`src/rtl/instr_encoder_if.sv`:
```
// Loader-side bundle channel and instruction-memory write channel of instr_encoder.
// slave = the encoder; master = the loader/memory environment driving it.
interface instr_encoder_if #(
  parameter int unsigned ADDR_W = 8
);
  logic              start;
  logic [ADDR_W-1:0] base_addr;
  logic              in_valid;
  logic              in_ready;
  logic [2:0]        opcode;
  logic [2:0]        rd;
  logic [2:0]        rs1;
  logic [2:0]        rs2;
  logic [3:0]        funct;
  logic [9:0]        imm;
  logic              mem_we;
  logic [ADDR_W-1:0] mem_addr;
  logic [15:0]       mem_wdata;
  logic              mem_busy;
  logic              done;
  logic              err_imm;
  logic              err_op;
  logic [7:0]        err_count;

  modport slave (
    input  start, base_addr, in_valid, opcode, rd, rs1, rs2, funct, imm, mem_busy,
    output in_ready, mem_we, mem_addr, mem_wdata, done, err_imm, err_op, err_count
  );

  modport master (
    output start, base_addr, in_valid, opcode, rd, rs1, rs2, funct, imm, mem_busy,
    input  in_ready, mem_we, mem_addr, mem_wdata, done, err_imm, err_op, err_count
  );
endinterface

```
`src/rtl/instr_encoder.sv`:
```
// Packs instruction field bundles into 16-bit words and writes them sequentially to
// instruction memory. Optional macro IMM_SAT_EN saturates out-of-range short immediates.
module instr_encoder #(
  parameter int unsigned ADDR_W    = 8,
  parameter int unsigned LAST_ADDR = 255
) (
  input logic            clk,
  input logic            reset,
  instr_encoder_if.slave bus
);

  localparam int unsigned CNT_W  = 8;
  localparam int unsigned WORD_W = 16;

  localparam logic [1:0] ST_IDLE   = 2'd0;
  localparam logic [1:0] ST_ACCEPT = 2'd1;
  localparam logic [1:0] ST_WRITE  = 2'd2;
  localparam logic [1:0] ST_DONE   = 2'd3;

  localparam logic [2:0] OP_R  = 3'b000;
  localparam logic [2:0] OP_I  = 3'b001;
  localparam logic [2:0] OP_LW = 3'b010;
  localparam logic [2:0] OP_SW = 3'b011;
  localparam logic [2:0] OP_SB = 3'b100;
  localparam logic [2:0] OP_UJ = 3'b101;

  localparam logic [ADDR_W-1:0] LAST_A   = ADDR_W'(LAST_ADDR);
  localparam logic [CNT_W-1:0]  CNT_MAX  = '1;

  logic [1:0] state;
  logic [1:0] state_next;

  logic              in_ready_next;
  logic              mem_we_next;
  logic [ADDR_W-1:0] mem_addr_next;
  logic [WORD_W-1:0] mem_wdata_next;
  logic              done_next;
  logic              err_imm_next;
  logic              err_op_next;
  logic [CNT_W-1:0]  err_count_next;

  logic              short_imm_c;
  logic              op_reserved_c;
  logic              imm_in_range_c;
  logic              imm_bad_c;
  logic              imm_reject_c;
  logic [3:0]        imm4_c;
  logic [WORD_W-1:0] packed_c;

  // Bundle classification: short-immediate formats must fit in a signed 4-bit field.
  assign short_imm_c    = (bus.opcode == OP_I)  || (bus.opcode == OP_LW) ||
                          (bus.opcode == OP_SW) || (bus.opcode == OP_SB);
  assign op_reserved_c  = bus.opcode[2] & bus.opcode[1];
  assign imm_in_range_c = (bus.imm[9:4] == {6{bus.imm[3]}});
  assign imm_bad_c      = short_imm_c & ~imm_in_range_c;

`ifdef IMM_SAT_EN
  assign imm_reject_c = 1'b0;
  assign imm4_c       = !imm_bad_c ? bus.imm[3:0] : (bus.imm[9] ? 4'b1000 : 4'b0111);
`else
  assign imm_reject_c = imm_bad_c;
  assign imm4_c       = bus.imm[3:0];
`endif

  // Field packing; layouts mirror the decoder so immediates round-trip.
  always_comb begin
    packed_c = '0;
    case (bus.opcode)
      OP_R:         packed_c = {bus.funct, bus.rs2, bus.rs1, bus.rd, bus.opcode};
      OP_I, OP_LW:  packed_c = {imm4_c, bus.funct[2:0], bus.rs1, bus.rd, bus.opcode};
      OP_SW, OP_SB: packed_c = {imm4_c[3], bus.funct[2:0], bus.rs2, bus.rs1,
                                imm4_c[2:0], bus.opcode};
      OP_UJ:        packed_c = {bus.imm, bus.rd, bus.opcode};
      default:      packed_c = '0;
    endcase
  end

  always_ff @(posedge clk) begin
    if (reset) begin
      state <= ST_IDLE;
    end else begin
      state <= state_next;
    end
  end

  // Next state and next registered outputs.
  always_comb begin
    state_next     = state;
    in_ready_next  = 1'b0;
    mem_we_next    = 1'b0;
    mem_addr_next  = bus.mem_addr;
    mem_wdata_next = bus.mem_wdata;
    done_next      = 1'b0;
    err_imm_next   = 1'b0;
    err_op_next    = 1'b0;
    err_count_next = bus.err_count;

    case (state)
      ST_IDLE: begin
        if (bus.start) begin
          state_next    = ST_ACCEPT;
          mem_addr_next = bus.base_addr;
          in_ready_next = 1'b1;
        end
      end

      ST_ACCEPT: begin
        in_ready_next = 1'b1;
        if (bus.in_valid && bus.in_ready) begin
          if (op_reserved_c || imm_reject_c) begin
            err_op_next  = op_reserved_c;
            err_imm_next = ~op_reserved_c;
            if (bus.err_count != CNT_MAX) begin
              err_count_next = bus.err_count + CNT_W'(1);
            end
          end else begin
            state_next     = ST_WRITE;
            mem_wdata_next = packed_c;
            mem_we_next    = 1'b1;
            in_ready_next  = 1'b0;
            err_imm_next   = imm_bad_c;
          end
        end
      end

      ST_WRITE: begin
        mem_we_next = 1'b1;
        if (!bus.mem_busy) begin
          mem_we_next = 1'b0;
          if (bus.mem_addr == LAST_A) begin
            state_next = ST_DONE;
            done_next  = 1'b1;
          end else begin
            state_next    = ST_ACCEPT;
            mem_addr_next = bus.mem_addr + ADDR_W'(1);
            in_ready_next = 1'b1;
          end
        end
      end

      ST_DONE: begin
        done_next = 1'b1;
        if (bus.start) begin
          state_next    = ST_ACCEPT;
          mem_addr_next = bus.base_addr;
          in_ready_next = 1'b1;
          done_next     = 1'b0;
        end
      end

      default: state_next = ST_IDLE;
    endcase
  end

  always_ff @(posedge clk) begin
    if (reset) begin
      bus.in_ready  <= 1'b0;
      bus.mem_we    <= 1'b0;
      bus.mem_addr  <= '0;
      bus.mem_wdata <= '0;
      bus.done      <= 1'b0;
      bus.err_imm   <= 1'b0;
      bus.err_op    <= 1'b0;
      bus.err_count <= '0;
    end else begin
      bus.in_ready  <= in_ready_next;
      bus.mem_we    <= mem_we_next;
      bus.mem_addr  <= mem_addr_next;
      bus.mem_wdata <= mem_wdata_next;
      bus.done      <= done_next;
      bus.err_imm   <= err_imm_next;
      bus.err_op    <= err_op_next;
      bus.err_count <= err_count_next;
    end
  end

endmodule

```
`src/flat_wrapper.sv`:
```
// flat-port wrapper written by rule: the top's interface ports become plain ports
module instr_encoder_flat 
#(
  parameter int unsigned ADDR_W    = 8,
  parameter int unsigned LAST_ADDR = 255
)
  (clk, reset, bus_start, bus_base_addr, bus_in_valid, bus_opcode, bus_rd, bus_rs1, bus_rs2, bus_funct, bus_imm, bus_mem_busy, bus_in_ready, bus_mem_we, bus_mem_addr, bus_mem_wdata, bus_done, bus_err_imm, bus_err_op, bus_err_count);
  instr_encoder_if #(.ADDR_W(ADDR_W)) bus_i ();
  input logic clk;
  input logic reset;
  input wire logic [$bits(bus_i.start)-1:0] bus_start;
  input wire logic [$bits(bus_i.base_addr)-1:0] bus_base_addr;
  input wire logic [$bits(bus_i.in_valid)-1:0] bus_in_valid;
  input wire logic [$bits(bus_i.opcode)-1:0] bus_opcode;
  input wire logic [$bits(bus_i.rd)-1:0] bus_rd;
  input wire logic [$bits(bus_i.rs1)-1:0] bus_rs1;
  input wire logic [$bits(bus_i.rs2)-1:0] bus_rs2;
  input wire logic [$bits(bus_i.funct)-1:0] bus_funct;
  input wire logic [$bits(bus_i.imm)-1:0] bus_imm;
  input wire logic [$bits(bus_i.mem_busy)-1:0] bus_mem_busy;
  output wire logic [$bits(bus_i.in_ready)-1:0] bus_in_ready;
  output wire logic [$bits(bus_i.mem_we)-1:0] bus_mem_we;
  output wire logic [$bits(bus_i.mem_addr)-1:0] bus_mem_addr;
  output wire logic [$bits(bus_i.mem_wdata)-1:0] bus_mem_wdata;
  output wire logic [$bits(bus_i.done)-1:0] bus_done;
  output wire logic [$bits(bus_i.err_imm)-1:0] bus_err_imm;
  output wire logic [$bits(bus_i.err_op)-1:0] bus_err_op;
  output wire logic [$bits(bus_i.err_count)-1:0] bus_err_count;
  assign bus_i.start = bus_start;
  assign bus_i.base_addr = bus_base_addr;
  assign bus_i.in_valid = bus_in_valid;
  assign bus_i.opcode = bus_opcode;
  assign bus_i.rd = bus_rd;
  assign bus_i.rs1 = bus_rs1;
  assign bus_i.rs2 = bus_rs2;
  assign bus_i.funct = bus_funct;
  assign bus_i.imm = bus_imm;
  assign bus_i.mem_busy = bus_mem_busy;
  assign bus_in_ready = bus_i.in_ready;
  assign bus_mem_we = bus_i.mem_we;
  assign bus_mem_addr = bus_i.mem_addr;
  assign bus_mem_wdata = bus_i.mem_wdata;
  assign bus_done = bus_i.done;
  assign bus_err_imm = bus_i.err_imm;
  assign bus_err_op = bus_i.err_op;
  assign bus_err_count = bus_i.err_count;
  instr_encoder #(.ADDR_W(ADDR_W), .LAST_ADDR(LAST_ADDR)) u_core (.clk(clk), .reset(reset), .bus(bus_i));
endmodule
```
`config.mk`:
```
export PLATFORM = sky130hd
export DESIGN_NAME = instr_encoder_flat
export DESIGN_NICKNAME = d
export VERILOG_FILES = /design/src/rtl/instr_encoder_if.sv /design/src/rtl/instr_encoder.sv /design/src/flat_wrapper.sv
export SDC_FILE = /design/constraint.sdc
export NUM_CORES = 1
export LEC_CHECK = 0
export ABC_AREA = 1
export CORE_AREA = 5 5 92 94
export DETAILED_ROUTE_END_ITERATION = 8
export DIE_AREA = 0 0 97 99
export GPL_TIMING_DRIVEN = 0
export SLEW_MARGIN = 25
export SYNTH_ARGS = -nofsm -noshare
export SYNTH_HDL_FRONTEND = slang
export SYNTH_SLANG_ARGS = --single-unit
```
`constraint.sdc`:
```
create_clock -name clk -period 1.9 [get_ports clk]
set_input_delay 0.19 -clock clk [delete_from_list [all_inputs] [get_ports clk]]
set_output_delay 0.19 -clock clk [all_outputs]
set_load 0.01 [all_outputs]
```
==> impl_metrics.env <==
export IMPL_rows=32
export IMPL_clock_skew_ns=0.00415
export IMPL_ant_nets=0
export IMPL_ff2ff_path_depth=7
export IMPL_holdPathStages=2
export IMPL_synth_area_leaders="dfxtp_1, nand2_1, a21oi_1"
export IMPL_area_delta_synth_final_pct=45.6
export IMPL_final_max_slew_violation_count=0
export IMPL_crit_start="u_core.state[0]$_SDFFE_PP0P_"
export IMPL_fin_cells=513
export IMPL_place_congestion=0.814
export IMPL_layout_nets=456
export IMPL_ctsHoldBuffers=0
export IMPL_synth_fa_ha_area_frac=0.0346
export IMPL_initial_utilization=0.287
export IMPL_place_ws_ns=-0.0782
export IMPL_relSlewSlack=0.643
export IMPL_maxCapViolCount=0
export IMPL_critPathRequiredTime_ns=2.09
export IMPL_synth_top_area_cell="dfxtp_1"
export IMPL_p_leak_nw=1.24
export IMPL_drt_wirelength_per_cell_um=12.5
export IMPL_arrival_ns=1.97
export IMPL_htreeDepth=2
export IMPL_dieArea_um2=9600
export IMPL_status="finished clean"
export IMPL_drive_gt1_frac=0.0608
export IMPL_synth_ff_type="dfxtp_1"
export IMPL_hold_violations=0
export IMPL_grt_pass1_vias=2238
export IMPL_grt_max_degree=13
export IMPL_synth_edff_count=0
export IMPL_vias=2325
export IMPL_synthTopCellsByCount="nand2_1, dfxtp_1, a21oi_1"
export IMPL_die_x_um=97
export IMPL_fmax_mhz=562
export IMPL_ys_types=31
export IMPL_ys_seq_area_frac=0.360
export IMPL_synth_compound_area_frac=0.175
export IMPL_synthesis_area_um2=2170
export IMPL_tightest_slew_ns=0.536
export IMPL_min_path_type="in -> reg"
export IMPL_min_period_over_period=0.937
export IMPL_drcViolationCount=0
export IMPL_portBuffers=74
export IMPL_path_class="reg -> reg"
export IMPL_die_h_um=99
export IMPL_synth_area_mux_share=0.00462
export IMPL_routed_wl_mm=6.43
export IMPL_setup_violations=0
export IMPL_ys_seq_elements=39
export IMPL_final_util=0.417
export IMPL_synthXorXnorAreaFrac=0.0283
export IMPL_yosys_area_share_simple=0.313
export IMPL_holdWs_ns=0.320
export IMPL_grtUsageTotal=0.136
export IMPL_finalSetupTns_ns=0
export IMPL_antenna_found_initial=0
export IMPL_post_synth_top_count_cell="nand2_1"
export IMPL_root_buffer="clkbuf_8"
export IMPL_grt_first_pass_wirelength_mm=10.8
export IMPL_clk_latency_ns=0.29
export IMPL_ir_drop_v=0.000385
export IMPL_path_clk_slew_ns=0.08
export IMPL_vias_per_cell=4.53
export IMPL_rsz0062_at_grt="false"
export IMPL_overflow=0
export IMPL_critPathCaptureType="flop"
export IMPL_hpwl_mm=4.97
export IMPL_r2r_slack_ns=0.12
export IMPL_synth_cells=330
export IMPL_synth_fp_nets=375
export IMPL_drtIter0Drc=87
export IMPL_syn_avg_cell_area_um2=6.57
export IMPL_cp_max_fo=10
export IMPL_n_antenna_cell=0
export IMPL_period_minus_slack_ns=1.78
export IMPL_boundaryPins=76
export IMPL_async_flop_share=0
export IMPL_numCtsBuffers=5
export IMPL_r2r_end="u_core.bus.mem_addr[6]$_SDFFE_PP0P_"
export IMPL_first_pass_iters=4
export IMPL_synth_warnings=0
export IMPL_setup_worst_path_end="u_core.bus.mem_addr[6]$_SDFFE_PP0P_"
export IMPL_tritoncts="built"
export IMPL_setup_ws_ns=0.121
export IMPL_synth_top_family_by_area="simple AND/OR/NAND/NOR gates"
export IMPL_dp_cells=506
export IMPL_cts_sinks=39
export IMPL_r2r_start="u_core.state[0]$_SDFFE_PP0P_"
export IMPL_powerDensity_nw_per_um2=924
export IMPL_start_kind="flop"
export IMPL_yosys_area_top_type_share=0.360
export IMPL_clk_path_buf_depth=2
export IMPL_core_area_um2=7570
## layout by cell type (no fill, tap or decap), types with 3 or more instances in the layout
cell and instances:
a21oi_1 35, clkbuf_8 5, nor3_1 4, nand3_1 18, inv_1 34, o21ai_0 23
o211ai_1 6, clkbuf_1 5, nor2_2 3, nand2_2 3, o21ai_1 3, nand2_1 99
nor2_1 27, ha_1 6, dfxtp_1 38, nand4_1 3, xor2_1 3, xnor2_1 4
clkdlybuf4s50_1 74
## critical path, stage by stage (launching register included)
cell and delay, ns:
dfxtp_2 0.38, inv_1 0.05, ha_1 0.26, buf_2 0.18
clkbuf_1 0.40, o21ai_0 0.16, o21ai_0 0.19, nor2_1 0.05
## per-layer routing
metal / global-route usage / vias to the layer above / wire length [µm]
met5: 0 / - / 0
met4: 0.0356 / 0 / 80
met3: 0.0311 / 7 / 249
met2: 0.227 / 48 / 3090
met1: 0.176 / 1045 / 3000
li1: - / 1225 / -
## metrics by stage
step / total power [mW] / area (µm²)
after floorplan: 1.76 / 2170
after global placement: 2.20 / 3040
after detailed placement: 2.22 / 3040
after CTS: 2.94 / 3150
after global routing: 3.15 / 3160
final: 2.92 / 3160
## cell type report
type | instances | area, µm²
clock inverter | 2 | 37.5
sequential | 39 | 782
inverter | 36 | 136
tap | 102 | 128
fill | 794 | 4410
multi-input combinational | 246 | 1220
buffer | 9 | 46.3
timing repair buffer | 74 | 741
clock buffer | 5 | 68.8
## logic make-up (layout without fill, tap and decap cells)
group,after synthesis,after routing
xor+xnor,7,7
flops,39,39
mux,1,1
compound gates,70,70
fa+ha+maj,6,6
buf+inv,45,126
simple gates,162,162
## flip-flops by register name, indices dropped and copies added (netlist names)
register / count
u_core.bus.mem_we: 1
u_core.bus.err_op: 1
u_core.bus.mem_wdata: 16
u_core.bus.done: 1
u_core.state: 2
u_core.bus.err_imm: 1
u_core.bus.in_ready: 1
u_core.bus.mem_addr: 8
u_core.bus.err_count: 8
## power by group
group	switching [mW]	leakage, nW	internal [mW]	total (mW)
logic	0.687	0.875	0.505	1.19
clock network	0.301	0.0502	0.384	0.685
registers	0.114	0.317	0.926	1.04
total	1.10	1.24	1.82	2.92
## repair_timing
| item | in CTS | in global routing |
|---|---|---|
| pin swaps | 0 | 0 |
| buffers inserted | 0 | 0 |
| endpoints found under the setup margin | 8 | 8 |
| gates resized for setup | 3 | 3 |
## how the worst min path moves through the flow
| stage | start | endpoint | slack [ns] |
|---|---|---|---|
| 6_report | reset | u_core.bus.mem_wdata[12]$_SDFFE_PP0P_ | 0.32 |
| 2_1_floorplan | bus_opcode[0] | u_core.bus.mem_wdata[0]$_SDFFE_PP0P_ | 0.32 |
| 5_1_grt | reset | u_core.bus.mem_wdata[12]$_SDFFE_PP0P_ | 0.34 |
| 4_1_cts | reset | u_core.bus.mem_wdata[12]$_SDFFE_PP0P_ | 0.35 |
| 3_5_place_dp | u_core.bus.mem_wdata[7]$_SDFFE_PP0P_ | u_core.bus.mem_wdata[7]$_SDFFE_PP0P_ | 0.46 |
| 3_3_place_gp | u_core.bus.mem_wdata[3]$_SDFFE_PP0P_ | u_core.bus.mem_wdata[3]$_SDFFE_PP0P_ | 0.45 |
No activity file was read; power rests on OpenSTA's default activity.
